$ cat src/rtl/object_square_anim_if.sv
// Pixel-side bundle between the sync/counter generator, the square object and the colour mux.
interface object_square_anim_if;
  logic [9:0] HCount;
  logic [9:0] VCount;
  logic       square_select;
  logic       full_screen;
  logic [1:0] mode;
  logic [9:0] pos_x_in;
  logic [9:0] pos_y_in;
  logic       pos_load;
  logic       square_on;
  logic [9:0] pos_x;
  logic [9:0] pos_y;
  logic       frame_tick;

  modport master (
    output HCount, VCount, square_select, full_screen, mode, pos_x_in, pos_y_in, pos_load,
    input  square_on, pos_x, pos_y, frame_tick
  );

  modport slave (
    input  HCount, VCount, square_select, full_screen, mode, pos_x_in, pos_y_in, pos_load,
    output square_on, pos_x, pos_y, frame_tick
  );
endinterface

$ cat src/rtl/object_square_anim.sv
// Registered square-object generator with a movable position, per-frame bounce motion
// and frame-counted blinking; one clk of latency from HCount/VCount to square_on.
module object_square_anim #(
  parameter int unsigned SIZE         = 40,
  parameter int unsigned H_ACTIVE     = 640,
  parameter int unsigned V_ACTIVE     = 480,
  parameter int unsigned STEP         = 2,
  parameter int unsigned BLINK_FRAMES = 30,
  parameter int unsigned INIT_X       = 280,
  parameter int unsigned INIT_Y       = 60
) (
  input logic                 clk,
  input logic                 rst_n,
  object_square_anim_if.slave bus
);

  localparam int unsigned CNT_W      = (BLINK_FRAMES > 1) ? $clog2(BLINK_FRAMES) : 1;
  localparam logic [9:0]  X_MAX      = 10'(H_ACTIVE - SIZE);
  localparam logic [9:0]  Y_MAX      = 10'(V_ACTIVE - SIZE);
  localparam logic [9:0]  INIT_X_W   = 10'(INIT_X);
  localparam logic [9:0]  INIT_Y_W   = 10'(INIT_Y);
  localparam logic [10:0] SIZE_W     = 11'(SIZE);
  localparam logic [10:0] STEP_W     = 11'(STEP);
  localparam logic [10:0] H_ACT_W    = 11'(H_ACTIVE);
  localparam logic [10:0] V_ACT_W    = 11'(V_ACTIVE);
  localparam logic [CNT_W-1:0] BLINK_LAST = CNT_W'(BLINK_FRAMES - 1);

  // Returns {dir_neg_next, pos_next} for one bounce step along an axis limited to [0, lim].
  function automatic logic [10:0] bounce_axis(input logic [9:0] pos, input logic dir_neg,
                                              input logic [9:0] lim);
    logic [10:0] res;
    res = {dir_neg, pos};
    if (!dir_neg) begin
      if (({1'b0, pos} + STEP_W) > {1'b0, lim}) begin
        res = {1'b1, lim};
      end else begin
        res = {1'b0, pos + STEP_W[9:0]};
      end
    end else begin
      if ({1'b0, pos} < STEP_W) begin
        res = {1'b0, 10'd0};
      end else begin
        res = {1'b1, pos - STEP_W[9:0]};
      end
    end
    return res;
  endfunction

  function automatic logic [9:0] clamp_pos(input logic [9:0] value, input logic [9:0] lim);
    logic [9:0] res;
    if (value > lim) begin
      res = lim;
    end else begin
      res = value;
    end
    return res;
  endfunction

  logic [9:0]       pos_x_r, pos_y_r;
  logic             dir_x_r, dir_y_r;   // 1 = moving towards 0
  logic [CNT_W-1:0] blink_cnt_r;
  logic             visible_r;
  logic             cond_d_r;
  logic             square_on_r;
  logic             frame_tick_r;

  logic [10:0] h_s, v_s, px_s, py_s;
  logic        hit_s, active_s, area_s, cond_s, tick_s, on_next_s;
  logic [10:0] bounce_x_s, bounce_y_s;

  // Pixel hit test, active-area test and end-of-frame edge detection, all in 11 bits.
  always_comb begin
    h_s        = {1'b0, bus.HCount};
    v_s        = {1'b0, bus.VCount};
    px_s       = {1'b0, pos_x_r};
    py_s       = {1'b0, pos_y_r};
    hit_s      = (h_s >= px_s) && (h_s <= (px_s + SIZE_W - 11'd1)) &&
                 (v_s >= py_s) && (v_s <= (py_s + SIZE_W - 11'd1));
    active_s   = (h_s < H_ACT_W) && (v_s < V_ACT_W);
    cond_s     = (v_s == V_ACT_W) && (h_s == 11'd0);
    tick_s     = cond_s && !cond_d_r;
    if (bus.full_screen) begin
      area_s = active_s;
    end else begin
      area_s = hit_s;
    end
    on_next_s  = bus.square_select && visible_r && area_s;
    bounce_x_s = bounce_axis(pos_x_r, dir_x_r, X_MAX);
    bounce_y_s = bounce_axis(pos_y_r, dir_y_r, Y_MAX);
  end

  // Output, position, direction and blink state registers.
  always_ff @(posedge clk or negedge rst_n) begin
    if (!rst_n) begin
      pos_x_r      <= INIT_X_W;
      pos_y_r      <= INIT_Y_W;
      dir_x_r      <= 1'b0;
      dir_y_r      <= 1'b0;
      blink_cnt_r  <= '0;
      visible_r    <= 1'b1;
      cond_d_r     <= 1'b0;
      square_on_r  <= 1'b0;
      frame_tick_r <= 1'b0;
    end else begin
      square_on_r  <= on_next_s;
      frame_tick_r <= tick_s;
      cond_d_r     <= cond_s;

      // A load always beats motion on the same clk.
      if (bus.pos_load) begin
        pos_x_r <= clamp_pos(bus.pos_x_in, X_MAX);
        pos_y_r <= clamp_pos(bus.pos_y_in, Y_MAX);
        dir_x_r <= 1'b0;
        dir_y_r <= 1'b0;
      end else if (tick_s && bus.mode[0]) begin
        {dir_x_r, pos_x_r} <= bounce_x_s;
        {dir_y_r, pos_y_r} <= bounce_y_s;
      end else begin
        pos_x_r <= pos_x_r;
        pos_y_r <= pos_y_r;
      end

      if (!bus.mode[1]) begin
        blink_cnt_r <= '0;
        visible_r   <= 1'b1;
      end else if (tick_s) begin
        if (blink_cnt_r == BLINK_LAST) begin
          blink_cnt_r <= '0;
          visible_r   <= ~visible_r;
        end else begin
          blink_cnt_r <= blink_cnt_r + CNT_W'(1);
        end
      end else begin
        blink_cnt_r <= blink_cnt_r;
      end
    end
  end

  assign bus.square_on  = square_on_r;
  assign bus.frame_tick = frame_tick_r;
  assign bus.pos_x      = pos_x_r;
  assign bus.pos_y      = pos_y_r;

endmodule

$ cat src/flat_wrapper.sv
// flat-port wrapper written by rule: the top's interface ports become plain ports
module object_square_anim_flat 
#(
  parameter int unsigned SIZE         = 40,
  parameter int unsigned H_ACTIVE     = 640,
  parameter int unsigned V_ACTIVE     = 480,
  parameter int unsigned STEP         = 2,
  parameter int unsigned BLINK_FRAMES = 30,
  parameter int unsigned INIT_X       = 280,
  parameter int unsigned INIT_Y       = 60
)
  (clk, rst_n, bus_HCount, bus_VCount, bus_square_select, bus_full_screen, bus_mode, bus_pos_x_in, bus_pos_y_in, bus_pos_load, bus_square_on, bus_pos_x, bus_pos_y, bus_frame_tick);
  object_square_anim_if bus_i ();
  input logic clk;
  input logic rst_n;
  input wire logic [$bits(bus_i.HCount)-1:0] bus_HCount;
  input wire logic [$bits(bus_i.VCount)-1:0] bus_VCount;
  input wire logic [$bits(bus_i.square_select)-1:0] bus_square_select;
  input wire logic [$bits(bus_i.full_screen)-1:0] bus_full_screen;
  input wire logic [$bits(bus_i.mode)-1:0] bus_mode;
  input wire logic [$bits(bus_i.pos_x_in)-1:0] bus_pos_x_in;
  input wire logic [$bits(bus_i.pos_y_in)-1:0] bus_pos_y_in;
  input wire logic [$bits(bus_i.pos_load)-1:0] bus_pos_load;
  output wire logic [$bits(bus_i.square_on)-1:0] bus_square_on;
  output wire logic [$bits(bus_i.pos_x)-1:0] bus_pos_x;
  output wire logic [$bits(bus_i.pos_y)-1:0] bus_pos_y;
  output wire logic [$bits(bus_i.frame_tick)-1:0] bus_frame_tick;
  assign bus_i.HCount = bus_HCount;
  assign bus_i.VCount = bus_VCount;
  assign bus_i.square_select = bus_square_select;
  assign bus_i.full_screen = bus_full_screen;
  assign bus_i.mode = bus_mode;
  assign bus_i.pos_x_in = bus_pos_x_in;
  assign bus_i.pos_y_in = bus_pos_y_in;
  assign bus_i.pos_load = bus_pos_load;
  assign bus_square_on = bus_i.square_on;
  assign bus_pos_x = bus_i.pos_x;
  assign bus_pos_y = bus_i.pos_y;
  assign bus_frame_tick = bus_i.frame_tick;
  object_square_anim #(.SIZE(SIZE), .H_ACTIVE(H_ACTIVE), .V_ACTIVE(V_ACTIVE), .STEP(STEP), .BLINK_FRAMES(BLINK_FRAMES), .INIT_X(INIT_X), .INIT_Y(INIT_Y)) u_core (.clk(clk), .rst_n(rst_n), .bus(bus_i));
endmodule
$ cat config.mk
export PLATFORM = sky130hd
export DESIGN_NAME = object_square_anim_flat
export DESIGN_NICKNAME = d
export VERILOG_FILES = /design/src/rtl/object_square_anim_if.sv /design/src/rtl/object_square_anim.sv /design/src/flat_wrapper.sv
export SDC_FILE = /design/constraint.sdc
export NUM_CORES = 1
export LEC_CHECK = 0
export ABC_CLOCK_PERIOD_IN_PS = 4000
export CAP_MARGIN = 20
export CORE_ASPECT_RATIO = 0.9
export CORE_MARGIN = 4
export CORE_UTILIZATION = 50
export DETAILED_ROUTE_END_ITERATION = 12
export DONT_BUFFER_PORTS = 1
export GPL_TIMING_DRIVEN = 0
export PLACE_DENSITY = 0.61
export RECOVER_POWER = 50
export SYNTH_ARGS = -nofsm -noshare
export SYNTH_HDL_FRONTEND = slang
export SYNTH_SLANG_ARGS = --single-unit
$ cat constraint.sdc
create_clock -name clk -period 4 [get_ports clk]
set_input_delay 0.6 -clock clk [delete_from_list [all_inputs] [get_ports clk]]
set_output_delay 0.6 -clock clk [all_outputs]
set_load 0.005 [all_outputs]
==> metrics list <==
- Yosys printed 0 warnings.
* Pre-CTS setup slack: 20.6 ps
- For this design, the slowest cell found on the critical path is dfstp_2.
- After detailed routing, the average wire length per cell comes to 20.6 um.
- Num CTS Buffers: 5
- Cell-by-cell trace of the critical path: buf_2 > inv_1 > ha_1 > a21boi_0 > nor2_1 > o21ai_0 > xnor2_1 > ha_1 > a21o_1 > a2111oi_0 > a211oi_1 > a2111oi_2 > a31o_2
- In this design, the stage delay of the slowest critical-path cell is 560 ps.
- Summed over all cells, the static leakage comes to 1.72 nW.
* Number of H-tree levels: 2
- VDD sags by at most 0.185 mV.
- In this run the remaining antenna-violating nets after routing total 0.
- The setup check on the worst reg-to-reg path leaves a slack of 290 ps.
* Mean post-synth cell area: 7.73 sq um
- Cell area after placement: 4170 sq um
- Routability-driven placement finished with a final weighted congestion of 0.934.
- Height of the chip: 93.4 um
* Number of enable-type register cells in the synthesized netlist: 0
* Number of vias per cell after detailed routing: 6.70
- For this run, the detailed router's first-pass iteration total came to 5.
- Total buffers and inverters traversed by the critical path: 2
- Count of placed standard cells including taps: 620
* Total routed wirelength: 13,000 um
- Count of final max-slew check failures: 0
- Of the available clock period, the critical path in the final layout requires 0.928.
- Yosys mapped the design onto 68 distinct sky130hd cell types.
- Broken down by cell family, the worst path's largest delay share belongs to compound AO/OA/AOI/OAI gates.
* Synthesized netlist cell count: 524
- Counting the fill cells in the layout gives 735.
* Die Outline Area: 9610 sq um
- In this run, synthesis produced a sequential element count of 31.
- Buffers added to address setup during post-CTS repair amount to 0.
- Most used cells in the layout excluding fill and tap cells: ha_1, nand2_1, a21oi_1
- Setup violators final: 0
- For this block, the initial DRC count from the detailed router was 429.
- The most used flip-flop cell after synthesis is dfrtp_1.
* CP max FO: 8
* Boundary pin count: 69
- Std-Cell Rows: 30
* Worst-case clock buffer depth: 2
- STA classifies the critical path endpoint as a flip-flop.
- Worst Path Arrival: 3940 ps
* Master cell of the clock root buffer: clkbuf_8
* Power Dens Cells: 289 nW/um^2
- For this configuration, the core starts out at a cell density of 0.527.
- Core Footprint: 7690 sq um
* Detail Placement HPWL: 10,100 um
- In this run the horizontal extent of the chip is 103 um.
* Area occupied by registers: 786 sq um
- The first global-routing pass estimated 20,500 um of wire.
* Overflow after GRT: 0
- The worst pin sits at a relative slew slack of 0.0101.
- Worst EP required: 4230 ps
- For the pin with the worst max-slew slack, the measured transition is 1480 ps.
- TritonCTS clock tree: yes
* Number of global-route vias before repair: 3,943
* N_diodes: 0
- Clock latency reported for the late side of the worst-skew pair: 300 ps
* Area of the mapped netlist: 4050 sq um
* Max_cap viols: 0
* Share of the yosys chip area belonging to registers: 0.194
* Worst-path clk slew: 90 ps
- Of the cells placed in the final design, the portion with a size suffix greater than 1 is 0.0807.
- Cell area after layout: 4300 sq um
- Post-layout minimum cycle time: 3710 ps
* Post-synth ARST share: 1.00
* Maximum achievable frequency: 269 MHz
- Worst Hold Class: in -> async
- The clock arrives with 10.0 ps of skew.
* Synthesis-to-finish area growth: 6.11%
- The library cell used most frequently in the layout, excluding fill and tap cells, is ha_1.
- The worst setup path is of the reg -> reg kind.
- The design draws 0.00124 W.
- Combined area of the multi-input logic cells: 3040 sq um
- The number of nets in the synthesized netlist is 623.
- Routed vias: 4,216
- Pin count of the biggest net entering global routing: 24
- Final Hold Fails: 0
* Critical Path Start Type: flip-flop
- Final setup margin: 288 ps
- Setup TNS: 0 ps
- Buffers on Ports: 0
- After detailed routing, the number of remaining DRC violations is 0.
- In the global route stage, overall resource usage came out at 0.268.
* Final-stage net count: 631
* Clock tree sinks: 31
* Crit-path most repeated cell: ha_1
- Run status: finished, final reports clean
- The initial antenna violation count is 0.
* Number of standard cells in the layout, taps in and fillers out: 629
* Setup repair after global routing missed its margin: no
cell type report:
| type | instances | area share |
|---|---|---|
| plain buffers | 27 | 0.0288 |
| clock buffers | 6 | 0.0192 |
| clock inverters | 2 | 0.00815 |
| inverters | 30 | 0.0262 |
| multi-input cells | 436 | 0.706 |
| flip-flops and latches | 31 | 0.183 |
| well taps | 96 | 0.0279 |
| repair buffers | 1 | 0.000873 |
logic make-up (layout without fill, tap and decap cells):
family / count (synthesis) / count (layout) / synth area share
AOI/OAI and AO/OA: 162 / 162 / 0.272
buffers and inverters: 57 / 66 / 0.0584
adders and majority gates: 52 / 52 / 0.161
and+or+nand+nor: 194 / 194 / 0.253
xor gates and xnor gates: 25 / 25 / 0.0540
DFF: 31 / 31 / 0.194
muxes: 3 / 3 / 0.00772
metal layers:
metal | vias up | track usage | part of all wire
li1 | 2001 | - | -
met1 | 1967 | 0.422 | 0.47
met2 | 226 | 0.359 | 0.39
met3 | 22 | 0.0619 | 0.11
met4 | 0 | 0.0723 | 0.021
met5 | - | 0 | 0
worst paths after layout:
kind / startpoint / to / depth (start not counted)
hold / removal: rst_n / u_core.bus.pos_y[4] / 0
hold reg to reg: u_core.blink_cnt_r[3] / u_core.blink_cnt_r[3] / 2
max in group asynchronous: rst_n / u_core.bus.pos_x[1] / 1
setup reg to reg: u_core.bus.pos_y[2] / u_core.bus.square_on / 13
setup / recovery: u_core.bus.pos_y[2] / u_core.bus.square_on / 13
min in group clk: bus_mode[1] / u_core.visible_r / 1
sequential cells by signal, indices dropped and copies added (netlist names):
signal                 count
u_core.bus.pos_x          10
u_core.bus.pos_y          10
u_core.blink_cnt_r         5
u_core.bus.frame_tick      1
u_core.bus.square_on       1
u_core.cond_d_r            1
u_core.dir_x_r             1
u_core.dir_y_r             1
u_core.visible_r           1
synth_stat cells, types with 5 or more instances:
master / n / share of area
nor4_1: 14 / 0.022
inv_1: 28 / 0.026
o21ai_0: 37 / 0.046
a211oi_1: 12 / 0.022
ha_1: 52 / 0.16
clkbuf_1: 14 / 0.013
a31oi_1: 7 / 0.011
nand3_1: 20 / 0.025
nand4_1: 11 / 0.017
a21o_1: 5 / 0.0093
a21oi_1: 39 / 0.048
nor2_1: 32 / 0.030
nor2b_1: 8 / 0.012
xnor2_1: 24 / 0.052
buf_2: 12 / 0.015
dfstp_2: 8 / 0.052
or3_1: 6 / 0.0093
o31ai_1: 8 / 0.015
nand2_1: 43 / 0.040
nand2b_1: 9 / 0.014
and3_1: 7 / 0.011
nand3b_1: 6 / 0.011
nor3_1: 22 / 0.027
o211ai_1: 5 / 0.0093
dfrtp_1: 23 / 0.14
timing repair:
action | CTS | global route
endpoints found under the hold margin | 23 | 0
resized for setup | 1 | 1
setup endpoints to repair | 1 | 1
hold buffers | 1 | 0
through the flow:
stage	utilization	hold WS (ps)
2_1_floorplan	-	304
3_3_place_gp	0.542	305
3_5_place_dp	0.542	305
4_1_cts	0.560	116
5_1_grt	0.559	125
6_report	0.559	131
power breakdown:
part	internal [W]	total (W)	switching (W)	leakage [nW]
clock	0.000202	0.000343	0.000141	0.0612
combinational	0.000210	0.000526	0.000316	1.27
sequential	0.000339	0.000372	0.0000325	0.384
(Power assumes the default switching activity.)
